`src/rtl/bnn_uart_tx.sv`:
```
// -----------------------------------------------------------------------------
// bnn_uart_tx
// Buffered 8N1 UART transmitter. Bytes from the BNN controller are queued in a
// small FIFO and serialised LSB first onto uart_tx. A new frame is started only
// while the peer asserts uart_rts (synchronised internally); a frame that has
// started always runs to the end of its stop bit. Back-to-back frames are sent
// with no idle gap between the stop bit and the next start bit.
// -----------------------------------------------------------------------------

// Invariant checker for the transmitter. Purely observational; it has no
// outputs and does not influence the design.
module bnn_uart_tx_chk #(
    parameter int FIFO_DEPTH = 4
) (
    input  logic                          clk,
    input  logic                          rst_n,
    input  logic                          tx_ready,
    input  logic                          busy,
    input  logic                          uart_tx,
    input  logic                          fsm_idle,
    input  logic [$clog2(FIFO_DEPTH):0]   fifo_count
);

    localparam int CNT_FW = $clog2(FIFO_DEPTH) + 1;
    localparam logic [CNT_FW-1:0] FIFO_FULL = CNT_FW'(FIFO_DEPTH);
    localparam logic [CNT_FW-1:0] CNT_ZERO  = {CNT_FW{1'b0}};

    // The byte count can never exceed the storage available.
    count_bound_a: assert property (@(posedge clk) disable iff (!rst_n)
        fifo_count <= FIFO_FULL);

    // tx_ready is exactly "not full" of the registered count.
    ready_match_a: assert property (@(posedge clk) disable iff (!rst_n)
        tx_ready == (fifo_count != FIFO_FULL));

    // busy tracks the frame state and the queue occupancy.
    busy_match_a: assert property (@(posedge clk) disable iff (!rst_n)
        busy == (!fsm_idle || (fifo_count != CNT_ZERO)));

    // The line idles high whenever no frame is in progress.
    idle_high_a: assert property (@(posedge clk) disable iff (!rst_n)
        fsm_idle |-> uart_tx);

endmodule

module bnn_uart_tx #(
    parameter int CLKS_PER_BIT = 87,
    parameter int FIFO_DEPTH   = 4
) (
    input  logic                          clk,
    input  logic                          rst_n,
    input  logic [7:0]                    tx_data,
    input  logic                          tx_valid,
    output logic                          tx_ready,
    input  logic                          uart_rts,
    output logic                          uart_tx,
    output logic                          busy,
    output logic [$clog2(FIFO_DEPTH):0]   fifo_count
);

    // ------------------------------------------------------------------
    // Derived sizes and constants
    // ------------------------------------------------------------------
    localparam int CNT_W  = $clog2(CLKS_PER_BIT);
    localparam int PTR_W  = $clog2(FIFO_DEPTH);
    localparam int CNT_FW = PTR_W + 1;

    localparam logic [CNT_W-1:0]  BAUD_LOAD = CNT_W'(CLKS_PER_BIT - 1);
    localparam logic [CNT_W-1:0]  BAUD_ZERO = {CNT_W{1'b0}};
    localparam logic [CNT_W-1:0]  BAUD_ONE  = {{(CNT_W-1){1'b0}}, 1'b1};
    localparam logic [PTR_W-1:0]  PTR_ZERO  = {PTR_W{1'b0}};
    localparam logic [PTR_W-1:0]  PTR_ONE   = {{(PTR_W-1){1'b0}}, 1'b1};
    localparam logic [CNT_FW-1:0] CNT_ZERO  = {CNT_FW{1'b0}};
    localparam logic [CNT_FW-1:0] CNT_ONE   = {{(CNT_FW-1){1'b0}}, 1'b1};
    localparam logic [CNT_FW-1:0] FIFO_FULL = CNT_FW'(FIFO_DEPTH);

    typedef enum logic [1:0] {
        ST_IDLE  = 2'd0,
        ST_START = 2'd1,
        ST_DATA  = 2'd2,
        ST_STOP  = 2'd3
    } state_t;

    // ------------------------------------------------------------------
    // Internal state
    // ------------------------------------------------------------------
    state_t              state_r;
    state_t              state_nxt_s;
    logic [CNT_W-1:0]    baud_r;
    logic [CNT_W-1:0]    baud_nxt_s;
    logic [2:0]          bit_idx_r;
    logic [2:0]          bit_idx_nxt_s;
    logic [7:0]          shift_r;
    logic [7:0]          shift_nxt_s;

    logic                rts_meta_r;
    logic                rts_s;

    logic [7:0]          mem_r [FIFO_DEPTH];
    logic [PTR_W-1:0]    wr_ptr_r;
    logic [PTR_W-1:0]    rd_ptr_r;
    logic [CNT_FW-1:0]   count_r;
    logic [CNT_FW-1:0]   count_nxt_s;

    logic                push_s;
    logic                pop_s;
    logic                baud_done_s;
    logic                start_ok_s;
    logic                fsm_idle_s;

    logic                uart_tx_r;
    logic                tx_nxt_s;
    logic                busy_r;
    logic                tx_ready_r;

    // ------------------------------------------------------------------
    // Simple decodes
    // ------------------------------------------------------------------
    assign push_s      = tx_valid && tx_ready_r;
    assign baud_done_s = (baud_r == BAUD_ZERO);
    assign start_ok_s  = (count_r != CNT_ZERO) && rts_s;
    assign fsm_idle_s  = (state_r == ST_IDLE);

    assign uart_tx    = uart_tx_r;
    assign busy       = busy_r;
    assign tx_ready   = tx_ready_r;
    assign fifo_count = count_r;

    // Two-flop synchroniser for the asynchronous peer-ready input.
    always_ff @(posedge clk or negedge rst_n) begin
        if (!rst_n) begin
            rts_meta_r <= 1'b0;
            rts_s      <= 1'b0;
        end else begin
            rts_meta_r <= uart_rts;
            rts_s      <= rts_meta_r;
        end
    end

    // Frame sequencing: next state, baud counter, bit index, shift register, pop.
    always_comb begin
        state_nxt_s   = state_r;
        baud_nxt_s    = baud_r;
        bit_idx_nxt_s = bit_idx_r;
        shift_nxt_s   = shift_r;
        pop_s         = 1'b0;
        case (state_r)
            ST_IDLE: begin
                if (start_ok_s) begin
                    pop_s       = 1'b1;
                    shift_nxt_s = mem_r[rd_ptr_r];
                    baud_nxt_s  = BAUD_LOAD;
                    state_nxt_s = ST_START;
                end else begin
                    state_nxt_s = ST_IDLE;
                end
            end
            ST_START: begin
                if (baud_done_s) begin
                    baud_nxt_s    = BAUD_LOAD;
                    bit_idx_nxt_s = 3'd0;
                    state_nxt_s   = ST_DATA;
                end else begin
                    baud_nxt_s = baud_r - BAUD_ONE;
                end
            end
            ST_DATA: begin
                if (baud_done_s) begin
                    baud_nxt_s  = BAUD_LOAD;
                    shift_nxt_s = {1'b0, shift_r[7:1]};
                    if (bit_idx_r == 3'd7) begin
                        state_nxt_s = ST_STOP;
                    end else begin
                        bit_idx_nxt_s = bit_idx_r + 3'd1;
                    end
                end else begin
                    baud_nxt_s = baud_r - BAUD_ONE;
                end
            end
            ST_STOP: begin
                if (baud_done_s) begin
                    // Back-to-back: the next start bit follows the stop bit directly.
                    if (start_ok_s) begin
                        pop_s       = 1'b1;
                        shift_nxt_s = mem_r[rd_ptr_r];
                        baud_nxt_s  = BAUD_LOAD;
                        state_nxt_s = ST_START;
                    end else begin
                        state_nxt_s = ST_IDLE;
                    end
                end else begin
                    baud_nxt_s = baud_r - BAUD_ONE;
                end
            end
            default: begin
                state_nxt_s = ST_IDLE;
            end
        endcase
    end

    // Line level for the cycle after the edge, derived from where the FSM is going.
    always_comb begin
        tx_nxt_s = 1'b1;
        case (state_nxt_s)
            ST_START: tx_nxt_s = 1'b0;
            ST_DATA:  tx_nxt_s = shift_nxt_s[0];
            default:  tx_nxt_s = 1'b1;
        endcase
    end

    // FIFO occupancy update; a simultaneous push and pop leaves it unchanged.
    always_comb begin
        count_nxt_s = count_r;
        case ({push_s, pop_s})
            2'b10:   count_nxt_s = count_r + CNT_ONE;
            2'b01:   count_nxt_s = count_r - CNT_ONE;
            default: count_nxt_s = count_r;
        endcase
    end

    // FSM state and serialiser datapath registers.
    always_ff @(posedge clk or negedge rst_n) begin
        if (!rst_n) begin
            state_r   <= ST_IDLE;
            baud_r    <= BAUD_ZERO;
            bit_idx_r <= 3'd0;
            shift_r   <= 8'h00;
        end else begin
            state_r   <= state_nxt_s;
            baud_r    <= baud_nxt_s;
            bit_idx_r <= bit_idx_nxt_s;
            shift_r   <= shift_nxt_s;
        end
    end

    // FIFO storage, pointers (wrapping modulo depth) and occupancy count.
    always_ff @(posedge clk or negedge rst_n) begin
        if (!rst_n) begin
            for (int i = 0; i < FIFO_DEPTH; i++) begin
                mem_r[i] <= 8'h00;
            end
            wr_ptr_r <= PTR_ZERO;
            rd_ptr_r <= PTR_ZERO;
            count_r  <= CNT_ZERO;
        end else begin
            if (push_s) begin
                mem_r[wr_ptr_r] <= tx_data;
                wr_ptr_r        <= wr_ptr_r + PTR_ONE;
            end
            if (pop_s) begin
                rd_ptr_r <= rd_ptr_r + PTR_ONE;
            end
            count_r <= count_nxt_s;
        end
    end

    // Registered outputs, each computed from next-state values so they are glitch-free.
    always_ff @(posedge clk or negedge rst_n) begin
        if (!rst_n) begin
            uart_tx_r  <= 1'b1;
            busy_r     <= 1'b0;
            tx_ready_r <= 1'b1;
        end else begin
            uart_tx_r  <= tx_nxt_s;
            busy_r     <= (state_nxt_s != ST_IDLE) || (count_nxt_s != CNT_ZERO);
            tx_ready_r <= (count_nxt_s != FIFO_FULL);
        end
    end

    bnn_uart_tx_chk #(
        .FIFO_DEPTH (FIFO_DEPTH)
    ) u_chk (
        .clk        (clk),
        .rst_n      (rst_n),
        .tx_ready   (tx_ready_r),
        .busy       (busy_r),
        .uart_tx    (uart_tx_r),
        .fsm_idle   (fsm_idle_s),
        .fifo_count (count_r)
    );

endmodule

```
`config.mk`:
```
export PLATFORM = sky130hd
export DESIGN_NAME = bnn_uart_tx
export DESIGN_NICKNAME = d
export VERILOG_FILES = /design/src/rtl/bnn_uart_tx.sv
export SDC_FILE = /design/constraint.sdc
export NUM_CORES = 1
export LEC_CHECK = 0
export BUFFER_PORTS_ARGS = -buffer_cell sky130_fd_sc_hd__clkbuf_2
export CORE_ASPECT_RATIO = 1.4
export CORE_MARGIN = 5
export CORE_UTILIZATION = 55
export DETAILED_ROUTE_END_ITERATION = 10
export PLACE_DENSITY = 0.73
export SLEW_MARGIN = 30
export SYNTH_ARGS = -nofsm -noshare
export SYNTH_HDL_FRONTEND = slang
export SYNTH_SLANG_ARGS = --single-unit
```
`constraint.sdc`:
```
create_clock -name clk -period 4.4 [get_ports clk]
set_input_delay 0.88 -clock clk [delete_from_list [all_inputs] [get_ports clk]]
set_output_delay 0.88 -clock clk [all_outputs]
set_load 0.05 [all_outputs]
```
### Word-level counts from Yosys, hierarchy flattened

Cells that the tools add are included.

| word-level totals | value |
|---|---|
| bits in registers | 64 |
| input bits | 12 |
| output and inout bits | 6 |
| word-level logic and storage cells | 84 |

| cells by class | value |
|---|---|
| $add $sub $neg | 6 |
| $lt $le $gt $ge | 3 |
| eq/ne operators | 13 |
| muxes and demuxes | 29 |
| bitwise gates (word level) | 2 |
| reductions and logical operators | 14 |

Operator list:

| kind | number |
|---|---|
| 8-bit 2-to-1 mux | 6 |
| 32-bit bitwise mux | 1 |
| 8-bit one-hot mux with 3 select lines | 1 |
| 7-bit 2-to-1 mux | 3 |
| 7-bit one-hot mux with 3 select lines | 1 |
| 8-bit binary-select mux with 2-bit select | 1 |
| 8-bit demux with 2-bit select | 1 |
| 3-bit one-hot mux with 2 select lines | 2 |
| 3-bit 2-to-1 mux | 3 |
| 3-bit nonzero test | 3 |
| 2-bit equality test, second input constant | 4 |
| 2-bit 2-to-1 mux | 4 |
| 2-bit != test, second input constant | 4 |
| 2-bit one-hot mux with 4 select lines | 1 |
| 7-bit zero test | 1 |
| 7-bit by 1-bit subtractor with 7-bit output, second input constant | 1 |
| 3-bit by 1-bit adder with 3-bit output, second input constant | 2 |
| 2-bit by 1-bit equality test with 1-bit output, second input constant | 3 |
| 3-bit greater-or-equal comparator, second input constant | 2 |
| 2-bit inverter with 3-bit output | 2 |
| 2-bit by 1-bit adder with 2-bit output, second input constant | 2 |
| 1-bit one-hot mux with 2 select lines | 2 |
| 4-bit AND reduction | 1 |
| 2-bit nonzero test | 2 |
| 10 further kinds | 14 |

### Logic depth before layout (Yosys ltp)

| logic depth | value |
|---|---|
| depth in word-level cells | 9 |
| gate-level depth with buffers | 12 |
| mapped depth without buffers | 12 |

### Least setup slack after synthesis

Ideal clock, no wire load.

| timing | value |
|---|---|
| path type | register to register |
| start | register baud_r[0] |
| end | register busy_r (netlist: busy) |
| setup time | 0.138 ns |
| data arrival time | 2.894 ns |
| required time | 4.262 ns |
| setup slack | 1.368 ns |
| cell stages (with the launch flop) | 13 |
| buffers on the path | 0 |
| clock period less this slack | 3.032 ns |
| cell sequence | dfrtp_1 -> inv_1 -> ha_1 -> nor2b_1 -> a31oi_1 -> nor3_1 -> ha_1 -> inv_1 -> fa_1 -> xor2_1 -> nor2_1 -> xor2_1 -> or4b_1 |

| between the ends | value |
|---|---|
| word-level cells in the longest chain between the ends | 7 |

Ends and longest elaborated chain:

| what | line | text |
|---|---|---|
| start, declared | 89 | `logic [CNT_W-1:0] baud_r;` |
| start signal, assigned | 230 | `baud_r <= baud_nxt_s;` |
| 7-bit zero test (*) | 120 | `assign baud_done_s = (baud_r == BAUD_ZERO);` |
| 1-bit 2-to-1 mux (*) | 181 | `if (baud_done_s) begin` |
| 1-bit one-hot mux with 2 select lines (*) | 147 | `case (state_r)` |
| named net pop_s | 106 | `logic pop_s;` |
| 2-bit by 1-bit equality test with 1-bit output / 2-bit equality test (equally long branches) | 214 | `case ({push_s, pop_s})` |
| 3-bit one-hot mux with 2 select lines (*) | 214 |  |
| named net count_nxt_s[2] | 103 | `logic [CNT_FW-1:0] count_nxt_s;` |
| 3-bit nonzero test (*) | 265 | `busy_r <= (state_nxt_s != ST_IDLE) \|\| (count_nxt_s != CNT_ZERO);` |
| 1-bit logical OR (*) | 265 |  |
| end signal, assigned | 265 |  |
| end, declared | 113 | `logic busy_r;` |

Mark *: on every way through the listed nets, which the timed path passes. The rest lies on a longest branch.
A chain may end at the register's enable or synchronous reset.

### Final worst setup path

Ends and elaborated chain as after synthesis.

==> results by group <==
Layout
  – Reg area: about 0.0016 mm2
  – Most frequent cells in the layout: 62 x dfrtp_1, 33 x mux2_2, 17 x clkbuf_2
  – Commonest non-fill, non-tap cell in the layout: dfrtp_1
  – Filler cell count: about 460
  – Area of the multi-input gates: between 0.0015 and 0.002 mm2
  – Area added between synthesis and finish: 10.6%
  – # nets final: approximately 310
  – Share of cells above drive strength 1: 0.276
  – Diode count: 0

Die
  – IO Count: 18
  – Die width: between 70 and 80 um
  – Core Box Area: a little under 0.006 mm2
  – Initial core utilization: 0.554
  – Die area: between 0.007 and 0.008 mm2
  – Die Ht: 100 um
  – Row cnt: 33

Global route
  – Grt total ovfl: 0
  – Via count of the first global-routing pass: 2228
  – Busiest grt layer: met2
  – Initial antenna violation count: 0
  – M3 GR Usage: 0.0431
  – Grt met2 use: 0.333
  – Grt met1 use: 0.234
  – Total Routing Usage GR: 0.193
  – First-pass GRT wire length: roughly 11 mm
  – Largest net degree at the start of global routing: 41

Synth
  – Top FF cell, synth: dfrtp_1
  – Synth Cell Area: 0.00320 mm2
  – Synth top area share: 0.485
  – Synth warn: 0
  – Dominant cell type by area after synthesis: dfrtp_1
  – Sequential fraction of the synthesis area: 0.501
  – Ys async rst share: 1.00
  – XOR/XNOR Fraction of Synth Area: 0.0192
  – Mapped Cells: 262
  – Post-Synth Simple-Gate Area: 0.0837
  – Syn Nets: between 200 and 300
  – Avg Cell Area, Syn: about 12 um2
  – Post-synthesis compound-gate area fraction: 0.134
  – Synth Area in Adders: 0.0571
  – Count of cell types in the netlist: 45
  – Main combinational cell family by area after synthesis: multiplexers
  – Ranking of synthesized cells by area: dfrtp_1 48%, mux2_2 12%, mux4_2 5.6%, ha_1 5.1%, a22o_1 2.5%
  – Mux cell area share after synthesis: 0.179
  – Register bit total from synthesis: 64
  – Post-synth EDFFs: 0

Placement
  – Port Buffers: 17
  – GPL Wtd Cong: between 0.8 and 0.9
  – Hpwl dp: between 4 and 5 mm
  – Setup WS pre-CTS: between 1000 and 1500 ps

Setup path
  – CP Launch Type: flip-flop
  – CP arrival: ~3600 ps
  – Crit path kind: reg -> reg
  – Data required, critical path: 4620 ps
  – Worst Path Max Fanout: 6
  – Critical Path End Type: flip-flop

Timing
  – Worst Setup Slack, final: 1030 ps
  – Slew margin rel.: 0.410
  – Final Max Tran Viols: 0
  – Worst slew pin tran: around 880 ps
  – RSZ-0062 raised after global routing: false
  – Setup TNS Final: 0 ps
  – Crit path time final: about 3400 ps
  – Final hold viol count: 0
  – Clk_skew: 9.01 ps
  – Setup Viol. Count Final: 0
  – Max Clk Rate: between 200 and 300 MHz
  – Tcrit/Tclk final: 0.766

Clocking
  – Clock latency on the worst-skew pair: 340 ps
  – Clk slew on worst S/H paths: approximately 70 ps
  – Clock sink count: 64
  – CTS tree: built
  – Total CTS buffers: 9
  – Post-CTS Setup Inserts: 0
  – CTS Buffer Depth: 2
  – Root Buffer: clkbuf_8
  – Post-CTS resize count: 0
  – Hold-fix buffers, CTS: 0
  – # H-tree levels: 3

Routing
  – Routed len/inst: ~18 um
  – DR pass1 iterations: 4
  – Detailed-route wire length: between 6 and 7 mm
  – DR iter-0 viols: between 100 and 150
  – Vias/cell: 5.94
  – DRC viols: 0
  – Post-route ant nets: 0
  – DR vias: 2113

Flow run
  – Max-cap violation count: 0

Worst hold path
  – Hold WC Path Type: reg -> reg

Power and ir drop
  – Peak supply drop: 388 uV
  – Power Total: between 2 and 3 mW
  – PD cells: around 750 mW/mm2
  – Static Leak: 1.54 nW

Status
  – Outcome: complete, no violations
-- per-layer routing --
metal  vias up  routed length (um)
met5         -                   0
met4         0                  93
met3         8                 148
met2        30                3460
met1      1060                2680
li1       1015                   -
-- worst paths after layout --
| kind | startpoint | endpoint | slack [ps] | cells after the start |
|---|---|---|---|---|
| max | baud_r[0] | busy | 1030 | 12 |
| min | rts_meta_r | rts_s | 360 | 0 |
| max reg2reg | baud_r[0] | busy | 1030 | 12 |
| min reg2reg | rts_meta_r | rts_s | 360 | 0 |
| max in group asynchronous | rst_n | shift_r[5] | 2890 | 2 |
| min in group asynchronous | rst_n | baud_r[4] | 550 | 1 |
-- power by group --
group | internal, mW | switching, mW | total (mW)
Sequential | 0.855 | 0.215 | 1.07
Combinational | 0.532 | 0.555 | 1.09
Clock | 0.274 | 0.226 | 0.500
Total | 1.66 | 0.996 | 2.66
-- per-stage QoR --
| stage | area (um2) | instances | utilization | hold WS, ps |
|---|---|---|---|---|
| after detailed placement | 3340 | 341 | 0.578 | 340 |
| after CTS | 3540 | 356 | 0.612 | 356 |
| after floorplan | 3200 | 262 | - | 331 |
| final | 3540 | 356 | 0.612 | 357 |
| after global placement | 3340 | 341 | 0.578 | 333 |
| after global routing | 3540 | 356 | 0.612 | 372 |
-- synthesized netlist by cell type (all sizes together), types with 3 or more instances --
cell    count
buf         3
a21oi       8
a22o        9
nor3        8
dfrtp      62
ha         13
o21ai      16
a32o        7
nand3       5
xnor2       4
nor2       15
o31ai       3
nand2      15
or3         3
xor2        3
mux4        8
mux2       33
inv        12
clkbuf      6
-- logic make-up (layout without fill, tap and decap cells) --
family | count (synthesis) | count (layout)
AOI/OAI and AO/OA | 60 | 60
xor gates and xnor gates | 7 | 7
adders and majority gates | 14 | 14
buffers and inverters | 21 | 45
DFF | 64 | 64
muxes | 43 | 43
and+or+nand+nor | 53 | 53
-- final cells by class --
type | instances | share of cell area
tap | 70 | 0.0248
multi-input combinational | 177 | 0.428
sequential | 64 | 0.453
timing repair buffer | 18 | 0.0262
clock inverter | 5 | 0.0163
inverter | 12 | 0.0127
clock buffer | 10 | 0.0389
-- critical path: stages, from the launching register on --
cell and delay, ps:
dfrtp_1 420, inv_1 130, ha_1 200, nor2b_1 350, a31oi_1 220, nor3_1 380, ha_1 260, inv_1 60
fa_1 370, xor2_1 150, nor2_1 120, xor2_1 100, or4b_1 460
-- state kept, by name, indices dropped and copies added, names as in the netlist --
register	flops
bit_idx_r	3
rts_meta_r	1
uart_tx	1
wr_ptr_r	2
mem_r	32
rd_ptr_r	2
state_r	2
baud_r	7
shift_r	8
rts_s	1
tx_ready	1
busy	1
fifo_count	3
No activity file was read; power rests on OpenSTA's default activity.
